<file path="config.mk">
export PLATFORM = sky130hd
export DESIGN_NAME = keysw_io_ctrl
export DESIGN_NICKNAME = d
export VERILOG_FILES = /design/src/rtl/keysw_io_ctrl.sv
export SDC_FILE = /design/constraint.sdc
export NUM_CORES = 1
export LEC_CHECK = 0
export BUFFER_PORTS_ARGS = -buffer_cell sky130_fd_sc_hd__buf_2
export CORE_ASPECT_RATIO = 0.6
export CORE_UTILIZATION = 55
export DETAILED_ROUTE_END_ITERATION = 10
export GPL_ROUTABILITY_DRIVEN = 0
export GPL_TIMING_DRIVEN = 0
export MAX_ROUTING_LAYER = met4
export PLACE_DENSITY = 0.84
export SLEW_MARGIN = 20
export SYNTH_ARGS = -nofsm -noshare
export SYNTH_HDL_FRONTEND = slang
export SYNTH_SLANG_ARGS = --single-unit
</file>
<file path="constraint.sdc">
create_clock -name CLK -period 2 [get_ports CLK]
set_input_delay 0.2 -clock CLK [delete_from_list [all_inputs] [get_ports CLK]]
set_output_delay 0.2 -clock CLK [all_outputs]
set_load 0.005 [all_outputs]
</file>
<file path="src/rtl/keysw_io_ctrl.sv">
// ============================================================================
//  Module   : keysw_io_ctrl
//  Purpose  : Memory-mapped KEY/SW input device. It synchronises and debounces
//             the raw inputs, keeps sticky ready/overrun status bits and drives
//             a level interrupt request.
//  Revision : 1.0  initial release
// ============================================================================
`default_nettype none

module keysw_io_chan #(
    parameter int             W       = 4,
    parameter int             DEB_CYC = 100000,
    parameter logic [W-1:0]   RST_VAL = '0
) (
    input  logic          clk,
    input  logic          rst,
    input  logic [W-1:0]  i_raw,
    input  logic          i_data_rd,
    input  logic          i_ctrl_wr,
    input  logic          i_wr_rdy,
    input  logic          i_wr_ovr,
    input  logic          i_wr_ie,
    output logic [W-1:0]  o_deb,
    output logic          o_rdy,
    output logic          o_ovr,
    output logic          o_ie,
    output logic          o_rdy_nxt,
    output logic          o_ie_nxt
);

    localparam int               c_cnt_w    = $clog2(DEB_CYC);
    localparam logic [c_cnt_w-1:0] c_cnt_last = c_cnt_w'(DEB_CYC - 1);

    logic [W-1:0]       s1_q, s1_d, s2_q, s2_d, deb_q, deb_d;
    logic [c_cnt_w-1:0] cnt_q, cnt_d;
    logic               rdy_q, rdy_d, ovr_q, ovr_d, ie_q, ie_d;
    logic               w_upd, w_clr;

    // The count is zero in the first cycle s holds a new value, so the
    // update fires in the DEB_CYC-th consecutive cycle of a stable new value.
    always_comb begin
        s1_d  = i_raw;
        s2_d  = s1_q;
        deb_d = deb_q;
        cnt_d = '0;
        w_upd = 1'b0;
        if (s2_q == deb_q) begin
            cnt_d = '0;
        end else if (cnt_q == c_cnt_last) begin
            w_upd = 1'b1;
            deb_d = s2_q;
        end else if (s1_q != s2_q) begin
            cnt_d = '0;
        end else begin
            cnt_d = cnt_q + 1'b1;
        end
    end

    // Clears apply first so that a same-cycle update still sets RDY.
    always_comb begin
        rdy_d = rdy_q;
        ovr_d = ovr_q;
        ie_d  = ie_q;
        w_clr = i_data_rd | (i_ctrl_wr & ~i_wr_rdy);
        if (i_ctrl_wr) begin
            if (!i_wr_rdy) rdy_d = 1'b0;
            if (!i_wr_ovr) ovr_d = 1'b0;
            ie_d = i_wr_ie;
        end
        if (i_data_rd) rdy_d = 1'b0;
        if (w_upd) begin
            if (rdy_q && !w_clr) ovr_d = 1'b1;
            rdy_d = 1'b1;
        end
    end

    always_ff @(posedge clk) begin
        if (rst) begin
            s1_q  <= RST_VAL;
            s2_q  <= RST_VAL;
            deb_q <= RST_VAL;
            cnt_q <= '0;
            rdy_q <= 1'b0;
            ovr_q <= 1'b0;
            ie_q  <= 1'b0;
        end else begin
            s1_q  <= s1_d;
            s2_q  <= s2_d;
            deb_q <= deb_d;
            cnt_q <= cnt_d;
            rdy_q <= rdy_d;
            ovr_q <= ovr_d;
            ie_q  <= ie_d;
        end
    end

    assign o_deb     = deb_q;
    assign o_rdy     = rdy_q;
    assign o_ovr     = ovr_q;
    assign o_ie      = ie_q;
    assign o_rdy_nxt = rdy_d;
    assign o_ie_nxt  = ie_d;

endmodule

module keysw_io_ctrl #(
    parameter int            DBITS   = 16,
    parameter int            DEB_CYC = 100000,
    parameter logic [3:0]    KEY_RST = 4'hF,
    parameter logic [9:0]    SW_RST  = 10'h000
) (
    input  logic              CLK,
    input  logic              RESET,
    input  logic [DBITS-1:0]  ADDR,
    input  logic              RE,
    input  logic              WE,
    input  logic [DBITS-1:0]  DIN,
    output logic [DBITS-1:0]  DOUT,
    output logic              SEL,
    input  logic [3:0]        KEY,
    input  logic [9:0]        SW,
    output logic              IRQ
);

    localparam logic [DBITS-1:0] c_kdata_addr = DBITS'(16'hFFF0);
    localparam logic [DBITS-1:0] c_sdata_addr = DBITS'(16'hFFF2);
    localparam logic [DBITS-1:0] c_kctrl_addr = DBITS'(16'hFFF4);
    localparam logic [DBITS-1:0] c_sctrl_addr = DBITS'(16'hFFF6);
    localparam logic [DBITS-1:0] c_dead       = DBITS'(16'hDEAD);

    logic [3:0] w_kdeb;
    logic [9:0] w_sdeb;
    logic       w_krdy, w_kovr, w_kie, w_krdy_nxt, w_kie_nxt;
    logic       w_srdy, w_sovr, w_sie, w_srdy_nxt, w_sie_nxt;
    logic       w_k_rd, w_s_rd, w_k_wr, w_s_wr;
    logic       irq_q, irq_d;
    logic       w_unused_din;

    assign w_k_rd       = RE & (ADDR == c_kdata_addr);
    assign w_s_rd       = RE & (ADDR == c_sdata_addr);
    assign w_k_wr       = WE & (ADDR == c_kctrl_addr);
    assign w_s_wr       = WE & (ADDR == c_sctrl_addr);
    assign w_unused_din = ^{DIN[DBITS-1:9], DIN[7:3], DIN[1]};

    keysw_io_chan #(.W(4), .DEB_CYC(DEB_CYC), .RST_VAL(KEY_RST)) u_key (
        .clk       (CLK),
        .rst       (RESET),
        .i_raw     (KEY),
        .i_data_rd (w_k_rd),
        .i_ctrl_wr (w_k_wr),
        .i_wr_rdy  (DIN[0]),
        .i_wr_ovr  (DIN[2]),
        .i_wr_ie   (DIN[8]),
        .o_deb     (w_kdeb),
        .o_rdy     (w_krdy),
        .o_ovr     (w_kovr),
        .o_ie      (w_kie),
        .o_rdy_nxt (w_krdy_nxt),
        .o_ie_nxt  (w_kie_nxt)
    );

    keysw_io_chan #(.W(10), .DEB_CYC(DEB_CYC), .RST_VAL(SW_RST)) u_sw (
        .clk       (CLK),
        .rst       (RESET),
        .i_raw     (SW),
        .i_data_rd (w_s_rd),
        .i_ctrl_wr (w_s_wr),
        .i_wr_rdy  (DIN[0]),
        .i_wr_ovr  (DIN[2]),
        .i_wr_ie   (DIN[8]),
        .o_deb     (w_sdeb),
        .o_rdy     (w_srdy),
        .o_ovr     (w_sovr),
        .o_ie      (w_sie),
        .o_rdy_nxt (w_srdy_nxt),
        .o_ie_nxt  (w_sie_nxt)
    );

    // Built from next-state status so IRQ moves on the same edge as RDY/IE.
    always_comb begin
        irq_d = (w_krdy_nxt & w_kie_nxt) | (w_srdy_nxt & w_sie_nxt);
    end

    always_ff @(posedge CLK) begin
        if (RESET) irq_q <= 1'b0;
        else       irq_q <= irq_d;
    end

    always_comb begin
        SEL  = 1'b1;
        DOUT = c_dead;
        case (ADDR)
            c_kdata_addr: DOUT = DBITS'({12'b0, w_kdeb});
            c_sdata_addr: DOUT = DBITS'({6'b0, w_sdeb});
            c_kctrl_addr: DOUT = DBITS'({7'b0, w_kie, 5'b0, w_kovr, 1'b0, w_krdy});
            c_sctrl_addr: DOUT = DBITS'({7'b0, w_sie, 5'b0, w_sovr, 1'b0, w_srdy});
            default:      SEL  = 1'b0;
        endcase
    end

    assign IRQ = irq_q;

endmodule

`default_nettype wire
</file>
# [After elaboration in Yosys (flattened, before gate mapping)]
# Index checks and enable logic that the tools add are counted.
[word_totals] register_bits=83 input_bits=50 output_inout_bits=18 elab_cells=74
[op_classes] add_sub_neg=2 n_eq_ne=10 n_mux=24 bitwise_logic=14 n_reduce_logical=9
[ops] op="$eq A16 B16 Y1 const B" n=4
[ops] op="$pmux W16 S4" n=1
[ops] op="$add A17 B1 Y17 const B" n=2
[ops] op="$eq A17 B17 Y1 const B" n=2
[ops] op="$mux W1" n=23
[ops] op="$reduce_or A4 Y1" n=3
[ops] op="$eq A10 B10 Y1" n=1
[ops] op="$ne A10 B10 Y1" n=1
[ops] op="$and A1 B1 Y1" n=8
[ops] op="$eq A4 B4 Y1" n=1
[ops] op="$ne A4 B4 Y1" n=1
[ops] op="$reduce_and A2 Y1" n=2
[ops] op="$not A1 Y1" n=3
[ops] op="$or A1 B1 Y1" n=3
[ops] op="$logic_and A1 B1 Y1" n=2
[ops] op="$logic_not A1 Y1" n=2

# [Logic depth before layout (Yosys ltp)]
# Gate-level depths: netlist of run 1.
[logic_depth] depth_word=8 mapped_depth=8 mapped_depth_nobuf=6

# [Modules after synthesis]
# From an unflattened synthesis of run 1, not the netlist that was laid out.
[hier_totals] cells_unflattened=420 area_unflattened_um2=4008.8
[by_module_without_submodules] mod="keysw_io_chan at u_sw" n_inst=1 cells_per_inst=240 area_each_um2=2317.2 seq_area_each_um2=1001.0
[by_module_without_submodules] mod="keysw_io_chan at u_key" n_inst=1 cells_per_inst=135 area_each_um2=1351.3 seq_area_each_um2=640.6
[by_module_without_submodules] mod="keysw_io_ctrl" n_inst=1 cells_per_inst=45 area_each_um2=340.3 seq_area_each_um2=20.0

# [Least setup slack after synthesis of run 1]
# OpenSTA, ideal clock, no wires.
[synth_timing] path_kind="reg-to-reg" start="register u_key.cnt_q[0]" end="register u_key.cnt_q[10]" setup_time_ns=0.064 arrival_time_ns=1.738 t_required_ns=1.936 path_slack_ns=0.198 path_stages_with_launch=9 n_path_buf=2 synth_period_minus_slack_ns=1.802 cell_sequence="dfxtp_1 -> ha_1 -> nand3_1 -> nor4_1 -> and3_1 -> or4_1 -> buf_2 -> buf_2 -> nor2_1"
[synth_via] elab_chain_len=2 word_cells_on_any_way=3 cone_classes="1 x add/sub; 1 x eq/ne; 1 x reduce/logical"
[synth_lines] element="start, declared" line="35" rtl="logic [c_cnt_w-1:0] cnt_q, cnt_d;"
[synth_lines] element="start signal, assigned" line="90" rtl="cnt_q <= cnt_d;"
[synth_lines] element="branches (longest 2 deep; another with $add A17 B1 Y17)"
# Several ways; the timed one is not identified.
# A chain may end at the register's enable or synchronous reset.

# [Worst setup path after layout of run 1]
[layout_timing] start="register u_sw.cnt_q[0]" end="register u_sw.deb_q[4] (netlist: u_sw.o_deb[4])"
[layout_via] elab_chain_len=2
[layout_lines] element="start, declared" line="35"
[layout_lines] element="start signal, assigned" line="90"
[layout_lines] element="$eq A17 B17 Y1" line="49" rtl="end else if (cnt_q == c_cnt_last) begin"
[layout_lines] element="$reduce_and A2 Y1 (no line)"
[layout_lines] element="end signal, assigned" line="81" rtl="deb_q <= RST_VAL;"
[layout_lines] element="end signal, assigned" line="89" rtl="deb_q <= deb_d;"
[layout_lines] element="end, declared" line="34" rtl="logic [W-1:0] s1_q, s1_d, s2_q, s2_d, deb_q, deb_d;"
# No other way between the ends.

==> metrics.md, run 1 <==
| Metric | Value |
|---|---|
| Status | finished, final reports clean |
| CP required | around 2.2 ns |
| Grt ovf | 0 |
| CTS max path bufs | 2 |
| Class of the tightest hold or removal check | in2reg |
| Worst reg2reg path endpoint | u_sw.o_deb[4] |
| Via density | roughly 5.3 |
| CTS Buf Count | 9 |
| DRC viols | 0 |
| Clock root buffer master | clkbuf_8 |
| Total power | approximately 3.1 mW |
| Reg2reg path depth | 7 |
| DRT Pass-1 Iters | 5 |
| RSZ-0062 raised after global routing | no |
| Layout Skew | 0.00933 ns |
| Setup TNS Final | 0 ns |
| Die Y | 64.1 um |
| Yosys reg bits | 83 |
| Slowest stage delay, CP | around 0.37 ns |
| # diodes | 0 |
| Min-delay src | KEY[1] |
| H-tree levels | 3 |
| CP cell instances | ha_2 -> and4_1 -> and2_1 -> nand4_1 -> buf_6 -> o21ai_0 -> a21oi_1 |
| GRT Overall Usage | approximately a quarter |
| Worst Path Max Fanout | 5 |
| Worst slew margin | 61.8% |
| Final Hold Vio Count | 0 |
| Async set-reset flop share out of synthesis | 0% |
| Vias in the first global route | around 2,600 |
| Share of layout cells above drive strength 1 | 21.6% |
| Setup-failing EPs final | 0 |
| Die Area | around 6800 sq um |
| Layout filler cell count | between 400 and 500 |
| Vias | ~2,900 |
| Routed Antenna Nets | 0 |
| CP max-delay cell | dfxtp_2 |
| Setup CP Type | reg2reg |
| R2R setup slack | 0.14 ns |
| DRT iter0 DRCs | between 150 and 200 |
| Die W | between 100 and 150 um |
| Rows | 22 |
| Cell variety after synth | 40 |
| Leakage power | 1.57 nW |
| R2R Path Start | u_sw.cnt_q[0] |
| Tmin final | 1.86 ns |
| Worst Hold End | u_key.s1_q[1] |
| Input/output buffers | 51 |
| Syn Nets | ~440 |
| Clock latency on the worst-skew pair | between 0.3 and 0.4 ns |
| WL per Instance | between 10 and 15 um |
| Mapped Area | approximately 3500 sq um |
| Routed wire length | 7.64 mm |
| Worst hold path depth | 2 |
| Crit share post-route | between 90 and 100% |
| Global-route wire length before repair | ~12 mm |
| Yosys warns | 0 |
| Initial Util | 57.3% |
| Final-stage net count | 501 |
| Seq/Total Area, Yosys | a little under half |
| Startpoint types | flop |
| Total of max-cap violations | 0 |
| Slew Limit Fails | 0 |
| CTS tree | done |
| Largest net degree at the start of global routing | 15 |
| CP arrival | 2.09 ns |
| Final HPWL DP | approximately 5.6 mm |
| Top Ports | between 60 and 70 |
| Area Growth Syn to Fin | 17.2% |
| Critical path endpoint category | flop |
| Initial antenna violation count | 0 |
| Clk sinks | 83 |
| Post-synth EDFFs | 0 |
| Core area | 6170 sq um |
| Worst IR Drop VDD | approximately 0.54 mV |
| Worst Max-Slew Pin Slew | between 0.5 and 0.6 ns |
| Worst-path clk slew | 0.08 ns |
| F_max | around 0.54 GHz |
| Synth Area per Inst | ~9.1 sq um |
| Mapped Cells | 387 |
| Main synth FF type | dfxtp_1 |
| PD cells | 752 nW/um^2 |
| Crit path from | u_sw.cnt_q[0] |
## cells in the mapped netlist, drive strengths merged, types with 2 or more instances
cell     n  share of area, %
xnor2   26               6.4
and3     7               1.2
or4      2              0.42
a211o    4              0.99
nand2b   2              0.35
nand3   17               2.4
nor2b   26               4.6
or2      9               1.6
ha       2              0.71
dfxtp   83                47
mux4     2               1.3
and2     2              0.35
nand2   34               3.6
buf     11               1.9
o31ai    5               1.1
xor2    32               7.9
a21oi   14               2.0
and4     3              0.74
mux2i    3              0.85
nor2    43               4.6
nand4   16               2.8
o21ai    5              0.71
nor3     6              0.85
nor4     9               2.0
clkbuf   8              0.85
inv      7              0.74
## cells by family after synthesis
| family | count (synthesis) | synth area share [%] |
|---|---|---|
| flops | 83 | 47.0 |
| xor+xnor | 58 | 14.4 |
| simple gates | 179 | 26.2 |
| compound gates | 33 | 5.88 |
| buf+inv | 26 | 3.51 |
| mux | 5 | 2.13 |
| other cells | 1 | 0.106 |
| fa+ha+maj | 2 | 0.708 |
## per-layer routing
metal	global-route usage, %	wire [um]	up-vias
met4	9.33	106	0
li1	-	-	1423
met5	-	0	-
met3	7.65	568	12
met1	32.6	3700	1326
met2	35.8	3270	107
## power breakdown
part | internal [mW] | total, mW | switching [mW] | leakage (nW)
registers | 1.68 | 1.70 | 0.0256 | 0.676
clock network | 0.649 | 1.25 | 0.599 | 0.109
logic | 0.0789 | 0.160 | 0.0814 | 0.780
total | 2.41 | 3.11 | 0.706 | 1.57
## timing repair
action / CTS / global route
cloned: 0 / 1
buffers inserted: 1 / 0
resized for setup: 2 / 13
pin swaps: 1 / 2
endpoints found under the setup margin: 20 / 34
hold buffers: 0 / 0
## placed cells by master, fill, tap and decap left out, types with 4 or more instances in the layout
master,synthesis,final
a21oi_1,14,14
nor2b_1,26,26
o21ai_0,4,4
dfxtp_1,83,81
nor3_1,6,6
xnor2_1,26,26
nand4_1,16,16
nand2_1,34,34
clkbuf_8,0,11
nand3_1,17,16
o31ai_1,5,5
clkbuf_1,8,6
nor4_1,8,7
and3_1,7,7
inv_1,6,6
xor2_1,32,32
a211o_1,4,4
nor2_1,43,43
buf_2,6,55
buf_4,5,8
or2_2,8,8
## critical path: cells and delay by family, from the launching register on
family	cells	cell delay [ns]
AO/OA/AOI/OAI	2	0.28
adder cells (fa/ha/maj)	1	0.20
buffers and inverters	1	0.24
flip-flops	1	0.37
AND/OR/NAND/NOR	3	0.65
## worst max-delay path by stage
stage,to,slack [ns],cells past startpoint
2_1_floorplan,u_key.cnt_q[10],0.20,8
3_3_place_gp,u_key.cnt_q[9],0.04,8
3_5_place_dp,u_key.cnt_q[4],0.002,8
4_1_cts,u_key.cnt_q[4],0.005,8
5_1_grt,u_sw.o_deb[7],0.04,7
6_report,u_sw.o_deb[4],0.14,7
## through the flow
stage          setup WS (ns)  util, %  area [sq um]  hold slack [ns]  instances
6_report               0.141     67.1          4140           0.0156        538
5_1_grt               0.0387     67.1          4140          0.00853        538
4_1_cts              0.00493     66.8          4120          0.00631        539
3_5_place_dp         0.00155     63.1          3890            0.386        522
3_3_place_gp          0.0418     63.1          3890            0.386        522
2_1_floorplan          0.198        -          3530            0.304        387
## layout make-up
type	count	area, sq um	area share (%)
repair buffers	53	268	6.47
clock inverters	5	61.3	1.48
plain buffers	17	101	2.45
well taps	84	105	2.54
multi-input cells	278	1760	42.6
flip-flops and latches	83	1660	40.2
clock buffers	11	151	3.66
inverters	7	26.3	0.635
## sequential cells by signal, indices dropped and copies added (netlist names)
signal / cells
u_sw.cnt_q: 17
u_sw.s1_q: 10
u_key.o_rdy: 1
IRQ: 1
u_key.o_ovr: 1
u_key.s1_q: 4
u_key.s2_q: 4
u_key.o_ie: 1
u_key.cnt_q: 17
u_sw.o_deb: 10
u_sw.o_ie: 1
u_sw.o_ovr: 1
u_sw.o_rdy: 1
u_key.o_deb: 4
u_sw.s2_q: 10
Note: power is estimated with default switching activity, not from simulation.
==> run 2: changes to the inputs <==
--- a/config.mk
+++ b/config.mk
@@ -11,6 +11,7 @@
 export DETAILED_ROUTE_END_ITERATION = 10
 export GPL_ROUTABILITY_DRIVEN = 0
 export GPL_TIMING_DRIVEN = 0
+export HOLD_SLACK_MARGIN = 0.03
 export MAX_ROUTING_LAYER = met4
 export PLACE_DENSITY = 0.84
 export SLEW_MARGIN = 20
==> constraint.sdc (replaced) <==
create_clock -name CLK -period 2 [get_ports CLK]
set_input_delay 0.1 -clock CLK [delete_from_list [all_inputs] [get_ports CLK]]
set_output_delay 0.1 -clock CLK [all_outputs]
set_load 0.02 [all_outputs]
==> metrics.md, run 2 (synthesized netlist as in run 1, its figures left out) <==
| Metric | Value |
|---|---|
| Via density | between 5 and 6 |
| DRT Pass-1 Iters | 4 |
| H-tree levels | 3 |
| Vias | 2,923 |
| Register area | 1660 sq um |
| Total of max-cap violations | 0 |
| Switching Share | between 20 and 25% |
| WL per Instance | between 10 and 15 um |
| Min-delay src | DIN[8] |
| Rows | 22 |
| Comb power frac | under 10% |
| F_max | 0.536 GHz |
| RSZ-0062 raised after global routing | no |
| Worst IR Drop VDD | 0.539 mV |
| WP buf/inv | 1 |
| Routed Antenna Nets | 0 |
| Biggest regs | u_key.cnt_q (17), u_sw.cnt_q (17) |
| Most frequent cells in the layout | dfxtp_1, buf_2, nor2_1 |
| Worst-path clk slew | around 0.080 ns |
| CP arrival | about 2.1 ns |
| DRT iter0 DRCs | between 150 and 200 |
| Routed wire length | slightly below 8 mm |
| Initial antenna violation count | 0 |
| Crit share post-route | roughly 93% |
| Die Area | 6760 sq um |
| CP max-delay cell | dfxtp_2 |
| Die W | 105 um |
| # diodes | 0 |
| Setup Slack @ Placement | 0.00155 ns |
| Class of the tightest hold or removal check | in2reg |
| Clock power share | between 30% and 40% |
| Final HPWL DP | 5.61 mm |
| R2R setup slack | 0.13 ns |
| CP required | between 2 and 2.5 ns |
| Leakage power | between 1.5 and 2 nW |
| Largest net degree at the start of global routing | 15 |
| Final Hold Vio Count | 0 |
| Global-route wire length before repair | ~13 mm |
| Tmin final | about 1.9 ns |
| Worst Path Max Fanout | 5 |
| CTS Buf Count | 9 |
| Top Ports | a little under 70 |
| CP cell instances | ha_2 -> and4_1 -> and2_1 -> nand4_1 -> buf_6 -> o21ai_0 -> a21oi_1 |
| Final-stage net count | 515 |
| Commonest non-fill, non-tap cell in the layout | dfxtp_1 |
| Status | finished, final reports clean |
| Core area | just over 6000 sq um |
| Worst Max-Slew Pin Slew | 0.568 ns |
| Die Y | 64.1 um |
| Critical path endpoint category | flop |
| Startpoint types | flop |
| Worst Hold End | u_key.o_ie |
| R2R Path Start | u_sw.cnt_q[0] |
| Post-layout util | between 60% and 70% |
| Worst slew margin | between 60% and 70% |
| Worst hold path depth | 3 |
| Psw | a little over 700 uW |
| Top delay family on crit path | simple AND/OR/NAND/NOR gates |
| Setup TNS Final | 0 ns |
| Worst reg2reg path endpoint | u_sw.o_deb[4] |
| Reg2reg path depth | 7 |
| Min Hold Slack | ~0.046 ns |
| Sequential share of power | between 50% and 60% |
| Final worst slack | approximately 0.13 ns |
| Int Pwr | approximately 2.4 mW |
| Setup CP Type | reg2reg |
| Slew Limit Fails | 0 |
| Layout filler cell count | approximately 460 |
| Area of the multi-input gates | approximately 1800 sq um |
| PD cells | ~730 nW/um^2 |
| GRT Overall Usage | approximately 25% |
| Input/output buffers | 51 |
| Setup-failing EPs final | 0 |
| Initial Util | ~57% |
| Share of layout cells above drive strength 1 | around a fifth |
| CTS max path bufs | 2 |
| CTS tree | done |
| Grt ovf | 0 |
| Clk sinks | a little over 80 |
| Vias in the first global route | roughly 2,700 |
| DRC viols | 0 |
| Layout Skew | 0.0103 ns |
| Clock latency on the worst-skew pair | between 0.3 and 0.4 ns |
| Area Growth Syn to Fin | 21.2% |
| Clock root buffer master | clkbuf_8 |
| Crit path from | u_sw.cnt_q[0] |
| Slowest stage delay, CP | between 0.3 and 0.4 ns |
-- run 2: changes by cell type in the layout (fill, tap and decap cells not counted), sizes merged --
cell         change
dlygate4sd3     +14
-- run 2: what timing repair did --
item                       CTS  global route
hold buffers                14             0
hold endpoints to repair    14             0
pin swaps                    1             2
setup endpoints to repair   20            34
gates cloned                 0             1
gates resized for setup      2            13
buffers inserted             1             0
-- run 2: final cells by class --
type | instances | area share (%)
inverters | 7 | 0.614
multi-input cells | 278 | 41.2
flip-flops and latches | 83 | 38.9
repair buffers | 67 | 9.53
clock inverters | 5 | 1.43
plain buffers | 17 | 2.37
well taps | 84 | 2.46
clock buffers | 11 | 3.54
-- run 2: power groups by stage --
stage | Combinational [mW] | Sequential (mW) | Clock [mW]
after floorplan | 0.101 | 1.74 | 0
after global placement | 0.154 | 1.74 | 0
after detailed placement | 0.159 | 1.74 | 0
after CTS | 0.183 | 1.70 | 1.26
after global routing | 0.203 | 1.71 | 1.33
final | 0.184 | 1.70 | 1.25
-- run 2: worst max path at each step --
stage | depth (start not counted) | to
after global routing | 7 | u_sw.o_deb[7]
after global placement | 8 | u_key.cnt_q[9]
after floorplan | 8 | u_key.cnt_q[10]
after detailed placement | 8 | u_key.cnt_q[4]
final | 7 | u_sw.o_deb[4]
after CTS | 8 | u_key.cnt_q[4]
-- run 2: tightest hold or removal path, delay by kind of cell --
| family | cells | cell delay (ns) |
|---|---|---|
| buffers and inverters | 1 | 0.10 |
| AOI/OAI and AO/OA | 1 | 0.08 |
| and+or+nand+nor | 1 | 0.07 |
-- run 2: stage by stage --
stage	instances	cell area (sq um)	total power [mW]
2_1_floorplan	387	3530	1.84
3_3_place_gp	522	3890	1.90
3_5_place_dp	522	3890	1.90
4_1_cts	553	4260	3.15
5_1_grt	552	4280	3.24
6_report	552	4280	3.14
-- run 2: layer usage --
layer / vias up / track usage [%] / wire length [um]
met5: - / - / 0
met2: 107 / 37.8 / 3430
met3: 14 / 7.55 / 595
li1: 1447 / - / -
met4: 0 / 9.51 / 124
met1: 1355 / 32.6 / 3710
